<file path="src/rtl/imm_gen_pipe.sv">
// imm_gen_pipe: decode-stage immediate generator with a 2-entry elastic
// output buffer. Extracts I/S/B (and U/J when IMM_GEN_UJ_EN is defined)
// immediates, sign-extends them to XLEN, and carries a sideband tag and an
// illegal-select flag per entry. Illegal selects accepted into the buffer
// are counted in a saturating counter that only reset clears.
module imm_gen_pipe #(
    parameter int unsigned XLEN  = 32,
    parameter int unsigned TAG_W = 8,
    parameter int unsigned CNT_W = 8
) (
    input  logic             clk,
    input  logic             rst_n,
    input  logic             flush,
    input  logic             in_valid,
    output logic             in_ready,
    input  logic [31:0]      in_instr,
    input  logic [2:0]       in_sel,
    input  logic [TAG_W-1:0] in_tag,
    output logic             out_valid,
    input  logic             out_ready,
    output logic [XLEN-1:0]  out_imm,
    output logic [TAG_W-1:0] out_tag,
    output logic             out_illegal,
    output logic [CNT_W-1:0] illegal_cnt
);

    logic [31:0]      raw;
    logic [XLEN-1:0]  imm_d;
    logic             ill_d;

    logic [XLEN-1:0]  imm_q [2];
    logic [TAG_W-1:0] tag_q [2];
    logic [1:0]       ill_q;
    logic             wr_ptr;
    logic             rd_ptr;
    logic [1:0]       count;
    logic [CNT_W-1:0] cnt_q;

    logic             push;
    logic             pop;
    logic             unused_bits;

    // Opcode bits never feed an immediate; U/J-only bits are idle without the macro.
    assign unused_bits = ^{in_instr[19:12], in_instr[6:0]};

    // Combinational format extraction and sign extension from instr[31].
    always_comb begin
        raw   = '0;
        ill_d = 1'b0;
        case (in_sel)
            3'b000: raw = {{20{in_instr[31]}}, in_instr[31:20]};
            3'b001: raw = {{20{in_instr[31]}}, in_instr[31:25], in_instr[11:7]};
            3'b010: raw = {{19{in_instr[31]}}, in_instr[31], in_instr[7],
                           in_instr[30:25], in_instr[11:8], 1'b0};
`ifdef IMM_GEN_UJ_EN
            3'b011: raw = {in_instr[31:12], 12'b0};
            3'b100: raw = {{11{in_instr[31]}}, in_instr[31], in_instr[19:12],
                           in_instr[20], in_instr[30:21], 1'b0};
`else
            3'b011, 3'b100: begin
                raw   = '0;
                ill_d = 1'b1;
            end
`endif
            default: begin
                raw   = '0;
                ill_d = 1'b1;
            end
        endcase
        imm_d       = {XLEN{raw[31]}};
        imm_d[31:0] = raw;
    end

    assign in_ready = rst_n && (count != 2'd2) && !flush;
    assign push     = in_valid && in_ready;
    assign pop      = (count != 2'd0) && out_ready;

    // Entry storage: written at the write pointer on every accepted push.
    always_ff @(posedge clk or negedge rst_n) begin
        if (!rst_n) begin
            for (int unsigned i = 0; i < 2; i++) begin
                imm_q[i] <= '0;
                tag_q[i] <= '0;
            end
            ill_q <= '0;
        end else if (push) begin
            imm_q[wr_ptr] <= imm_d;
            tag_q[wr_ptr] <= in_tag;
            ill_q[wr_ptr] <= ill_d;
        end
    end

    // Pointer and occupancy control; flush empties the buffer and drops pops.
    always_ff @(posedge clk or negedge rst_n) begin
        if (!rst_n) begin
            wr_ptr <= 1'b0;
            rd_ptr <= 1'b0;
            count  <= '0;
        end else if (flush) begin
            wr_ptr <= 1'b0;
            rd_ptr <= 1'b0;
            count  <= '0;
        end else begin
            if (push) wr_ptr <= ~wr_ptr;
            if (pop)  rd_ptr <= ~rd_ptr;
            case ({push, pop})
                2'b10:   count <= count + 2'd1;
                2'b01:   count <= count - 2'd1;
                default: count <= count;
            endcase
        end
    end

    // Saturating count of accepted illegal selects; survives flush.
    always_ff @(posedge clk or negedge rst_n) begin
        if (!rst_n) begin
            cnt_q <= '0;
        end else if (push && ill_d && (cnt_q != '1)) begin
            cnt_q <= cnt_q + 1'b1;
        end
    end

    assign out_valid   = (count != 2'd0);
    assign out_imm     = out_valid ? imm_q[rd_ptr] : '0;
    assign out_tag     = out_valid ? tag_q[rd_ptr] : '0;
    assign out_illegal = out_valid ? ill_q[rd_ptr] : 1'b0;
    assign illegal_cnt = cnt_q;

endmodule

</file>
<file path="config.mk">
export PLATFORM = sky130hd
export DESIGN_NAME = imm_gen_pipe
export DESIGN_NICKNAME = d
export VERILOG_FILES = /design/src/rtl/imm_gen_pipe.sv
export SDC_FILE = /design/constraint.sdc
export NUM_CORES = 1
export LEC_CHECK = 0
export BUFFER_PORTS_ARGS = -buffer_cell sky130_fd_sc_hd__buf_2
export CORE_MARGIN = 2
export CORE_UTILIZATION = 51
export DETAILED_ROUTE_END_ITERATION = 7
export PLACE_DENSITY_LB_ADDON = 0.25
export SKIP_CTS_REPAIR_TIMING = 1
export SYNTH_ARGS = -nofsm -noshare
export SYNTH_HDL_FRONTEND = slang
export SYNTH_SLANG_ARGS = --single-unit
</file>
<file path="constraint.sdc">
create_clock -name clk -period 2.62 [get_ports clk]
set_clock_uncertainty 0.1 [all_clocks]
set_input_delay 0.524 -clock clk [delete_from_list [all_inputs] [get_ports clk]]
set_output_delay 0.524 -clock clk [all_outputs]
set_load 0.005 [all_outputs]
</file>
# ---- Word-level counts from Yosys, hierarchy flattened
# Index checks and enable logic that the tools add are counted.
dict set report op_classes {
  eq_ne 6
  n_mux 28
  n_addsub 3
  n_reduce_logical 15
  bitwise_logic 4
  order_cmp 6
}
# op n
set op_table {}
lappend op_table {{2-to-1 mux 32 bit} 5}
lappend op_table {{case mux 32 bit (3 select lines)} 1}
lappend op_table {{bitwise mux 64 bit} 1}
lappend op_table {{2-to-1 mux 8 bit} 5}
lappend op_table {{demux 32 bit (select 1 bit)} 1}
lappend op_table {{bitwise mux 16 bit} 1}
lappend op_table {{2-to-1 mux 1 bit} 9}
lappend op_table {{adder 8 x 1 -> 8 bit (second input constant)} 1}
lappend op_table {{demux 8 bit (select 1 bit)} 1}
lappend op_table {{logical AND 1 bit} 8}
lappend op_table {{!= test 8 bit (second input constant)} 1}
lappend op_table {{nonzero test 2 bit} 3}
lappend op_table {{>= comparator 2 bit (second input constant)} 2}
lappend op_table {{< comparator 1 x 2 -> 1 bit (second input constant)} 2}
lappend op_table {{NOT 1 -> 2 bit} 2}
lappend op_table {{case mux 2 bit (2 select lines)} 1}
lappend op_table {{== test 3 x 1 -> 1 bit (second input constant)} 1}
lappend op_table {{== test 3 x 2 -> 1 bit (second input constant)} 1}
lappend op_table {{zero test 3 bit} 1}
lappend op_table {{nonzero test 3 bit} 1}
lappend op_table {{OR reduction 3 bit} 1}
lappend op_table {{adder 2 x 1 -> 2 bit (second input constant)} 1}
lappend op_table {{bitwise mux 2 bit} 1}
lappend op_table {{== test 2 x 1 -> 1 bit (second input constant)} 1}
lappend op_table {{other kinds (9)} 10}
dict set report word_totals {
  wordCells 71
  inputBits 48
  regBits 94
  output_inout_bits 51
}

# ---- Depth between registers and ports, before layout
# Gate-level depths: netlist of the first run.
dict set report logic_depth {
  depth_word 7
  depth_mapped 6
  ltp_nobuf 4
}

# ---- Least setup slack after synthesis of the first run
# Ideal clock, no wire load.
dict set report synth_path {
  path_type {register to output}
  startpoint {register rd_ptr}
  endpoint {output out_imm[13]}
  slack_ns 0.168
  arrival_ns 1.828
  n_path_buf 3
  required_ns 1.996
  stages_incl_launch_ff 6
  path_cell_list {dfrtp_1 clkbuf_1 buf_2 mux2i_1 nor2_1 buf_4}
}
dict set report synth_via {
  elab_chain_cells 5
}
# item line_no
set synth_rtl {}
lappend synth_rtl {{from (decl)} 35} ;# logic rd_ptr;
lappend synth_rtl {{from (signal assigned)} 105} ;# if (pop) rd_ptr <= ~rd_ptr;
lappend synth_rtl {{NOT 1 -> 2 bit (implied by the code)} 124} ;# assign out_imm = out_valid ? imm_q[rd_ptr] : '0;
lappend synth_rtl {{2-to-1 mux 32 bit (implied by the code) (3 in series)} 124}
lappend synth_rtl {{2-to-1 mux 32 bit} 124}
lappend synth_rtl {{to (decl)} 21} ;# output logic [XLEN-1:0] out_imm,
# Every way passes these cells. The select of a mux whose other input is x is not followed.

# ---- Final worst setup path of the first run
dict set report layout_path {
  startpoint {input rst_n}
  endpoint {output in_ready}
}
dict set report layout_via {
  elab_chain_cells 2
}
# item line_no
set layout_rtl {}
lappend layout_rtl {{from (decl)} 12} ;# input logic rst_n,
lappend layout_rtl {{logical AND 1 bit (2 in series)} 74} ;# assign in_ready = rst_n && (count != 2'd2) && !flush;
lappend layout_rtl {{to (decl)} 15} ;# output logic in_ready,
# Every way passes these cells.

==> metrics.yaml, run 1 <==
critical_path:
  critPathMaxFanout: 5
  start_kind: "primary input"
  crit_type: "in2out"
  crit_start: "rst_n"
  path_cells: "dlygate4sd3_1, buf_2, nand2b_4, nor2_1, buf_2"
  r2r.worst_path.cells: 4
  slowest_stage: "dlygate4sd3_1"
  reg2reg_to: "illegal_cnt[1]"
  cp-endpoint: "in_ready"
  r2r_start: "count[1]"
  crit_path_frequent_cell: "buf_2"
  r2r_slack_ps: 800
  crit_arrival_ps: 1560
  required_ps: 2000
  max_stage_delay_ps: 530
  cp-end-kind: "output pin"
drt:
  drt_drc_violations_left: 0
  route.vias.total: 2260
  drtIter0Drc: 91
  ant_nets: 0
  viasPerCell: 5.22
  wire_per_inst_um: 14.1
  first_pass_iters: 4
  wl_mm: 6.11
cells_and_area:
  layout_common_cells: "buf_2, dfrtp_1, nand2_1"
  antenna_cells: 0
  finalNetCount: 409
  drive_above_1_share_pct: 37.4
  syn_to_final_growth_pct: 16.6
  final_util_pct: 62.6
  final_common_cell: "buf_2"
grt:
  grt-ovfl-total: 0
  grt_pass1_vias: 2217
  antenna_found_initial: 0
  grt_first_pass_wirelength_mm: 10.4
  grt_max_degree: 56
  grt_usage_pct: 20.8
timing:
  max_freq_mhz: 458
  setup_tns_ps: 0
  rsz0062_at_grt: "no"
  post-route-period-util_pct: 83.3
  worst_slew_pin_slew_ps: 697
  finalHoldViolCount: 0
  drv_slew: 0
  setup_viol: 0
  fin_crit_ps: 2180
  max_slew_margin_pct: 53.5
clock_network:
  clockBufferDepth: 2
  cts_tree: "built"
  h-tree-depth: 2
  root_buffer: "clkbuf_8"
  numClockSinks: 56
  cts_buffers: 5
  path_clk_slew_ps: 100
  clk_latency_ps: 310
synth:
  seq_area_frac_synth_pct: 46.8
  synth_cells: 296
  ys_ff_latch: 56
  synth_edf_count: 0
  synth_cell_types: 37
  synth-async-reset-ratio_pct: 100
  postSynthAreaPerCell_sq_um: 10.1
  netlist_area_sq_um: 2990
  syn-num-nets: 345
  yosys_warnings: 0
  synthFlopType: "dfrtp_1"
placement:
  place.detailed.hpwl_mm: 4.39
  portBuffers: 83
  gp_congestion: 0.794
min_path:
  holdCritPathClass: "in2reg"
power_and_ir_drop:
  p_leak_nw: 1.76
  total_power_w: 0.00229
  irDropWorstVdd_mv: 0.535
  power_per_cell_area_nw_per_um2: 657
floorplanning:
  boundaryPins: 99
  die_h_um: 80.6
  placementRows: 27
  start_util_pct: 53.7
  dieArea_sq_um: 6490
  core_area_sq_um: 5570
  die_w_um: 80.6
run:
  cap_violations: 0
status:
  outcome: "complete, no violations"
where the power goes:
| group | internal, W | switching [W] | total [W] | leakage, nW |
|---|---|---|---|---|
| clock | 0.000477 | 0.000272 | 0.000749 | 0.0784 |
| sequential | 0.00102 | 0.000109 | 0.00113 | 0.734 |
| combinational | 0.000210 | 0.000207 | 0.000417 | 0.952 |
| total | 0.00171 | 0.000588 | 0.00229 | 1.76 |
worst min-delay path by stage:
stage,startpoint,to,cells past startpoint
after floorplan,rst_n,count[0],0
final,in_tag[5],tag_q[13],3
after detailed placement,rst_n,wr_ptr,1
after CTS,rst_n,wr_ptr,1
after global placement,rst_n,wr_ptr,1
after global routing,in_tag[5],tag_q[13],3
stage by stage:
stage | area (sq um) | hold slack [ps] | cells | setup slack (ps)
final | 3490 | 321 | 433 | 437
after global routing | 3490 | 316 | 433 | 267
after CTS | 3480 | -95.3 | 432 | 163
after detailed placement | 3320 | 252 | 424 | 522
after global placement | 3320 | 255 | 424 | 596
after floorplan | 2990 | 128 | 296 | 168
Yosys cell counts (4+ instances only):
cell       count  area share, %
nor2b_1        4           0.84
dfrtp_1       56             47
a2bb2oi_1      4            1.2
nor2_1        31            3.9
nand3_1        6            1.0
nand2b_1       4           0.84
clkbuf_1       4           0.50
a21oi_1        7            1.2
nand2_1       54            6.8
o21ai_2        8            2.3
mux2_2        19            7.2
o21ai_0       11            1.8
mux2i_1       27            9.0
buf_4         20            5.0
buf_2          7            1.2
state kept, by name, indices dropped and copies added, names as in the netlist:
register and count:
imm_q 26, tag_q 16, illegal_cnt 8, count 2
ill_q 2, rd_ptr 1, wr_ptr 1
worst max-delay path, delay by kind of cell:
kind          cells  cell delay, ps
simple gates      2             210
buf+inv           3             820
routing by layer:
metal | track usage [%] | routed length, um | up-vias
met3 | 4.83 | 337 | 4
met1 | 26.5 | 2750 | 1072
li1 | - | - | 1117
met5 | 0 | 0 | -
met2 | 36.0 | 2990 | 67
met4 | 4.58 | 29 | 0
cell type report:
type | count | area, sq um
Clock inverter | 3 | 90.1
Sequential cell | 56 | 1400
Inverter | 2 | 7.51
Fill cell | 498 | 2080
Multi-Input combinational cell | 204 | 1350
Tap cell | 72 | 90.1
Clock buffer | 5 | 68.8
Timing Repair Buffer | 91 | 478
cells by family (layout without fill, tap and decap cells):
kind of cell	after synthesis	after routing	share of synthesized area, %
muxes	47	47	16.7
adders and majority gates	1	1	0.418
AOI/OAI and AO/OA	35	35	7.95
DFF	56	56	46.8
xor gates and xnor gates	5	5	1.46
and+or+nand+nor	116	116	18.6
buffers and inverters	36	101	8.07
(Power assumes the default switching activity.)
==> run 2, diff against run 1 <==
- ABC_AREA: not set -> 1
- clock period: 2.62 -> 2.2 ns (I/O delays scaled with it)
==> run 2 against run 1 <==
  * Setup slack lost 350 ps
  * Non-clock buffer count is the same
  * Critical endpoint is now out_imm[16]
  * Synthesized cell count grew 33%
  * Sequential power grew 37%
  * Via count grew 18%
  * Critical path depth is the same
  * Sequential share of layout area grew 0.67 points
  * Routed wire length grew 5.0%
==> metrics.yaml, run 2 <==
status:
  outcome: "complete, no violations"
clock_network:
  path_clk_slew_ps: 90  # about the same
  numClockSinks: 56  # unchanged
  clk_latency_ps: 310  # about the same
  root_buffer: "clkbuf_8"
  h-tree-depth: 2  # unchanged
  cts_tree: "built"
  cts_buffers: 5  # unchanged
  clockBufferDepth: 2  # unchanged
min_path:
  holdCritPathClass: "in2async"
floorplanning:
  boundaryPins: 99  # unchanged
  start_util_pct: 53.3  # -0.34 points
  placementRows: 27  # unchanged
  die_h_um: 80.4  # -0.30%
  core_area_sq_um: 5570  # unchanged
  die_w_um: 80.4  # -0.30%
  dieArea_sq_um: 6460  # -0.59%
power_and_ir_drop:
  power_per_cell_area_nw_per_um2: 1010  # +53%
  pwr-share-seq_pct: 44.7  # -4.5 points
  internal_power_w: 0.00219  # +28%
  swShare_pct: 36.8  # +11 points
  p_comb_share_pct: 38.4  # +20 points
  p_leak_nw: 1.97  # +12%
  p_clk_share_pct: 16.9  # -16 points
  switchingPower_w: 0.00128  # +120%
  irDropWorstVdd_mv: 0.584  # +9.1%
run:
  cap_violations: 0  # unchanged
grt:
  grt_max_degree: 57  # +1.8%
  antenna_found_initial: 0  # unchanged
  grt_first_pass_wirelength_mm: 10.6  # +2.7%
  grt_usage_pct: 21.0  # +0.21 points
  grt_pass1_vias: 2340  # +5.5%
  grt-ovfl-total: 0  # unchanged
drt:
  first_pass_iters: 4  # unchanged
  drtIter0Drc: 173  # +90%
  route.vias.total: 2662  # +18%
  wl_mm: 6.41  # +5.0%
  ant_nets: 0  # unchanged
  viasPerCell: 4.97  # -4.8%
  drt_drc_violations_left: 0  # unchanged
  wire_per_inst_um: 12.0  # -15%
placement:
  gp_congestion: 0.804  # +1.2%
  place_ws_ps: 283  # -239 ps
  placedCellCount: 524  # +24%
  post_dp_cell_area_sq_um: 3300  # -0.57%
  portBuffers: 83  # unchanged
  place.detailed.hpwl_mm: 4.34  # -1.1%
timing:
  rsz0062_at_grt: "no"
  drv_slew: 0  # unchanged
  max_freq_mhz: 473
  finalHoldViolCount: 0  # unchanged
  timing.final.ws_setup_ps: 84.1  # -352 ps
  setup_viol: 0  # unchanged
  worst_slew_pin_slew_ps: 688  # -9.18 ps
  post-route-period-util_pct: 96.2
  fin_crit_ps: 2120
  setup_tns_ps: 0  # unchanged
  max_slew_margin_pct: 54.1  # +0.61 points
cells_and_area:
  largest_reg_flops: 26  # unchanged
  syn_to_final_growth_pct: 15.6
  layout_common_cells: "nand2_1, buf_2, dfrtp_1"
  fin_cells: 536  # +24%
  drive_above_1_share_pct: 24.8  # -13 points
  fill_cells: 543  # +9.0%
  antenna_cells: 0  # unchanged
  multi_input_area_sq_um: 1220  # -9.9%
  final_common_cell: "nand2_1"
  top_register: "imm_q"
  fin_area_sq_um: 3440  # -1.5%
  final_util_pct: 61.6  # -0.97 points
  area.sequential_sq_um: 1400  # about the same
  finalNetCount: 512  # +25%
synth:
  yosysTopAreaCell: "dfrtp_1"
  netlist_area_sq_um: 2970  # -0.63%
  synthAdderAreaFrac_pct: 0.421  # +0.0026 points
  synth_cell_types: 25  # -32%
  postSynthAreaPerCell_sq_um: 7.55  # -25%
  synth_top_family_by_area: "simple AND/OR/NAND/NOR gates"
  seq_area_frac_synth_pct: 47.1  # +0.30 points
  yosys_warnings: 0  # unchanged
  synth_cells: 394  # +33%
  synth_xor_area_share_pct: 1.47  # +0.0092 points
  synthFlopType: "dfrtp_1"
  synth_compound_area_share_pct: 10.8  # +2.8 points
  syn-num-nets: 443  # +28%
  synth.area.mux_share_pct: 0  # -17 points
  synth-simple-area-share_pct: 27.1  # +8.5 points
  yosys-top-cells-area: "dfrtp_1, nand2_1, buf_4"
  synth_commonest_cells: "nand2_1, dfrtp_1, inv_1, o21ai_0, buf_4"
  synth.most_common_cell: "nand2_1"
  synth.top_cell.area_share_pct: 47.1  # +0.30 points
  synth_edf_count: 0  # unchanged
  ys_ff_latch: 56  # unchanged
  synth-async-reset-ratio_pct: 100  # unchanged
critical_path:
  r2r_slack_ps: 510  # -290 ps
  required_ps: 1660  # -340 ps
  crit_type: "reg2out"
  critPathMaxFanout: 5  # unchanged
  start_kind: "flop"
  cp-end-kind: "output pin"
  crit_arrival_ps: 1580  # +20 ps
==> run 2: changes by cell type after synthesis, sizes merged, moves of 7 or more <==
cell and delta:
o21ai +19, mux2i -27, inv +39, a21oi +17
nand3 +7, nor2 -11, nand2 +104, mux2 -20
==> run 2: path summary, 6_finish.rpt <==
check | start | endpoint | cells past startpoint
worst max-delay path | count[0] | out_imm[16] | 5
max in group asynchronous | rst_n | count[0] | 2
min in group clk | in_tag[1] | tag_q[9] | 3
worst min register to register | imm_q[43] | imm_q[43] | 2
worst min-delay path | rst_n | tag_q[9] | 2
worst max register to register | count[1] | imm_q[10] | 7
==> run 2: cell type report <==
cell class,count,area share (%)
clock buffer,8,2.62
inverter,41,4.48
multi-input combinational,268,35.5
sequential,56,40.8
tap,72,2.62
timing repair buffer,91,13.9
==> run 2: stage by stage <==
stage / power (W) / hold slack (ps)
after global routing: 0.00375 / 246
final: 0.00346 / 198
after detailed placement: 0.00283 / 354
after CTS: 0.00341 / 223
after floorplan: 0.00247 / 44.4
after global placement: 0.00279 / 348
==> run 2: cells by family (layout without fill, tap and decap cells) <==
group                    after synthesis  after routing
adder cells (fa/ha/maj)                1              1
flip-flops                            56             56
AO/OA/AOI/OAI                         63             66
XOR/XNOR                               5              5
buffers and inverters                 73            140
AND/OR/NAND/NOR                      196            196
==> run 2: layer usage <==
| metal | global-route usage [%] | vias up | wire [um] | part of all wire, % |
|---|---|---|---|---|
| met5 | 0 | - | 0 | 0 |
| met4 | 6.61 | 0 | 80 | 1.2 |
| met3 | 3.71 | 7 | 366 | 5.7 |
| met2 | 34.4 | 78 | 2900 | 45 |
| met1 | 28.3 | 1227 | 3070 | 48 |
| li1 | - | 1350 | - | - |
==> run 2: power groups by stage <==
stage / Clock (W) / Sequential, W / Combinational, W
CTS: 0.000600 / 0.00155 / 0.00126
floorplan: 0 / 0.00154 / 0.000935
global placement: 0 / 0.00155 / 0.00123
finish: 0.000585 / 0.00155 / 0.00133
global route: 0.000632 / 0.00159 / 0.00153
detailed placement: 0 / 0.00157 / 0.00126
==> run 2: worst max-delay path, cell delays in order (launching register included) <==
cell and delay [ps]:
dfrtp_2 450, inv_2 80, nand2_1 80, o21ai_1 370
a21oi_2 110, buf_2 170
==> run 3, diff against run 2 <==
- MAX_ROUTING_LAYER: not set -> met4
- PLACE_DENSITY_LB_ADDON: 0.25 -> 0.12
==> run 3 against run 2 <==
  * Power is 1.6% higher
  * Clock power is 17% higher
  * Largest power group unchanged
  * First-iteration DRC count decreased by 21%
  * Setup slack better by 30 ps
  * Sequential power about the same
  * Register-to-register slack got worse by 40 ps
  * Sequential cell count unchanged
  * Combinational power shrank 5%
  * Cell count fell by 0.75%
==> metrics.yaml, run 3 (synthesis gave the netlist of run 2 again) <==
status:
  outcome: "complete, no violations"
timing:
  worst_slew_pin_slew_ps: 700  # +11.7 ps
  drv_slew: 0  # unchanged
  setup_viol: 0  # unchanged
  setup_tns_ps: 0  # unchanged
  max_freq_mhz: 479  # +1.4%
  post-route-period-util_pct: 94.8  # -1.4 points
  finalHoldViolCount: 0  # unchanged
  max_slew_margin_pct: 53.3  # -0.78 points
  fin_crit_ps: 2090  # -30.2 ps
critical_path:
  crit_type: "reg2out"
  required_ps: 1660  # about the same
  slowest_stage: "dfrtp_2"
  max_stage_delay_ps: 530  # +80 ps
  crit_arrival_ps: 1550  # -30 ps
  path_cells: "o21ai_1, a21oi_2, buf_2"
  critPathMaxFanout: 12  # +7
  start_kind: "flop"
  cp-end-kind: "output pin"
placement:
  placedCellCount: 523  # -0.19%
  gp_congestion: 0.780  # -3.0%
  portBuffers: 83  # unchanged
  place.detailed.hpwl_mm: 4.48  # +3.1%
  post_dp_cell_area_sq_um: 3300  # +0.15%
run:
  cap_violations: 0  # unchanged
cells_and_area:
  top_register: "imm_q"
  multi_input_area_sq_um: 1200  # -1.4%
  finalNetCount: 508  # -0.78%
  fin_area_sq_um: 3430  # about the same
  final_common_cell: "nand2_1"
  syn_to_final_growth_pct: 15.5  # about the same
  antenna_cells: 0  # unchanged
  area.sequential_sq_um: 1400  # about the same
  fin_cells: 532  # -0.75%
  layout_common_cells: "nand2_1, buf_2, dfrtp_1"
  largest_reg_flops: 26  # unchanged
  fill_cells: 540  # -0.55%
  drive_above_1_share_pct: 24.8  # about the same
clock_network:
  numClockSinks: 56  # unchanged
  root_buffer: "clkbuf_8"
  path_clk_slew_ps: 110  # +20 ps
  cts_tree: "built"
  cts_buffers: 5  # unchanged
  h-tree-depth: 2  # unchanged
  clk_latency_ps: 320  # about the same
  clockBufferDepth: 2  # unchanged
min_path:
  holdCritPathClass: "in2async"
grt:
  antenna_found_initial: 0  # unchanged
  grt-ovfl-total: 0  # unchanged
  grt_pass1_vias: 2369  # +1.2%
  grt_first_pass_wirelength_mm: 10.7  # +0.71%
  grt_usage_pct: 21.9  # +0.91 points
  grt_max_degree: 57  # unchanged
drt:
  drtIter0Drc: 137  # -21%
  route.vias.total: 2629  # -1.2%
  first_pass_iters: 4  # unchanged
  wl_mm: 6.48  # +1.1%
  viasPerCell: 4.94  # -0.50%
  drt_drc_violations_left: 0  # unchanged
  ant_nets: 0  # unchanged
  wire_per_inst_um: 12.2  # +1.8%
floorplanning:
  core_area_sq_um: 5570  # unchanged
  start_util_pct: 53.3  # unchanged
  die_w_um: 80.4  # unchanged
  boundaryPins: 99  # unchanged
  die_h_um: 80.4  # unchanged
  dieArea_sq_um: 6460  # unchanged
  placementRows: 27  # unchanged
power_and_ir_drop:
  irDropWorstVdd_mv: 0.468  # -20%
  p_leak_nw: 1.97  # -0.30%
  power_per_cell_area_nw_per_um2: 1020  # +1.6%
==> run 3: worst max-delay path, delay by kind of cell (launching register included) <==
kind                   cells  cell delay, ps
flip-flops                 1             530
AO/OA/AOI/OAI              2             520
buffers and inverters      1             180
==> run 3: path summary, 6_finish.rpt <==
path,to,slack [ps],from,cells after the start
max in group asynchronous,rd_ptr,1330,rst_n,2
min in group clk,tag_q[11],230,in_tag[3],3
hold / removal,tag_q[7],190,rst_n,2
setup / recovery,out_imm[19],110,rd_ptr,3
hold reg to reg,imm_q[40],380,imm_q[40],2
setup reg to reg,ill_q[0],470,count[0],7
==> run 3: final cells by class <==
type | instances | area share [%]
clock inverter | 3 | 1.24
multi-input combinational | 266 | 35.0
tap | 72 | 2.62
timing repair buffer | 89 | 13.8
clock buffer | 5 | 2.00
sequential | 56 | 40.9
inverter | 41 | 4.48
==> run 3: report_power, final <==
part           internal (W)  switching (W)
sequential          0.00138       0.000190
combinational      0.000530       0.000733
clock              0.000337       0.000348
==> run 3: metal layers <==
layer | GRT usage (%) | wire (um) | vias up
li1 | - | - | 1335
met2 | 35.7 | 3040 | 86
met5 | - | 0 | -
met3 | 4.16 | 389 | 10
met1 | 28.3 | 2980 | 1198
met4 | 5.93 | 76 | 0
==> run 3: metrics by stage <==
| step | util [%] | hold slack, ps | power [W] | setup WS (ps) |
|---|---|---|---|---|
| floorplan | - | 44.4 | 0.00247 | 63.1 |
| global placement | 59.3 | 349 | 0.00279 | 287 |
| CTS | 61.3 | 214 | 0.00352 | -102 |
| global route | 61.6 | 241 | 0.00382 | -10.7 |
| detailed placement | 59.3 | 353 | 0.00284 | 253 |
| finish | 61.6 | 185 | 0.00352 | 114 |
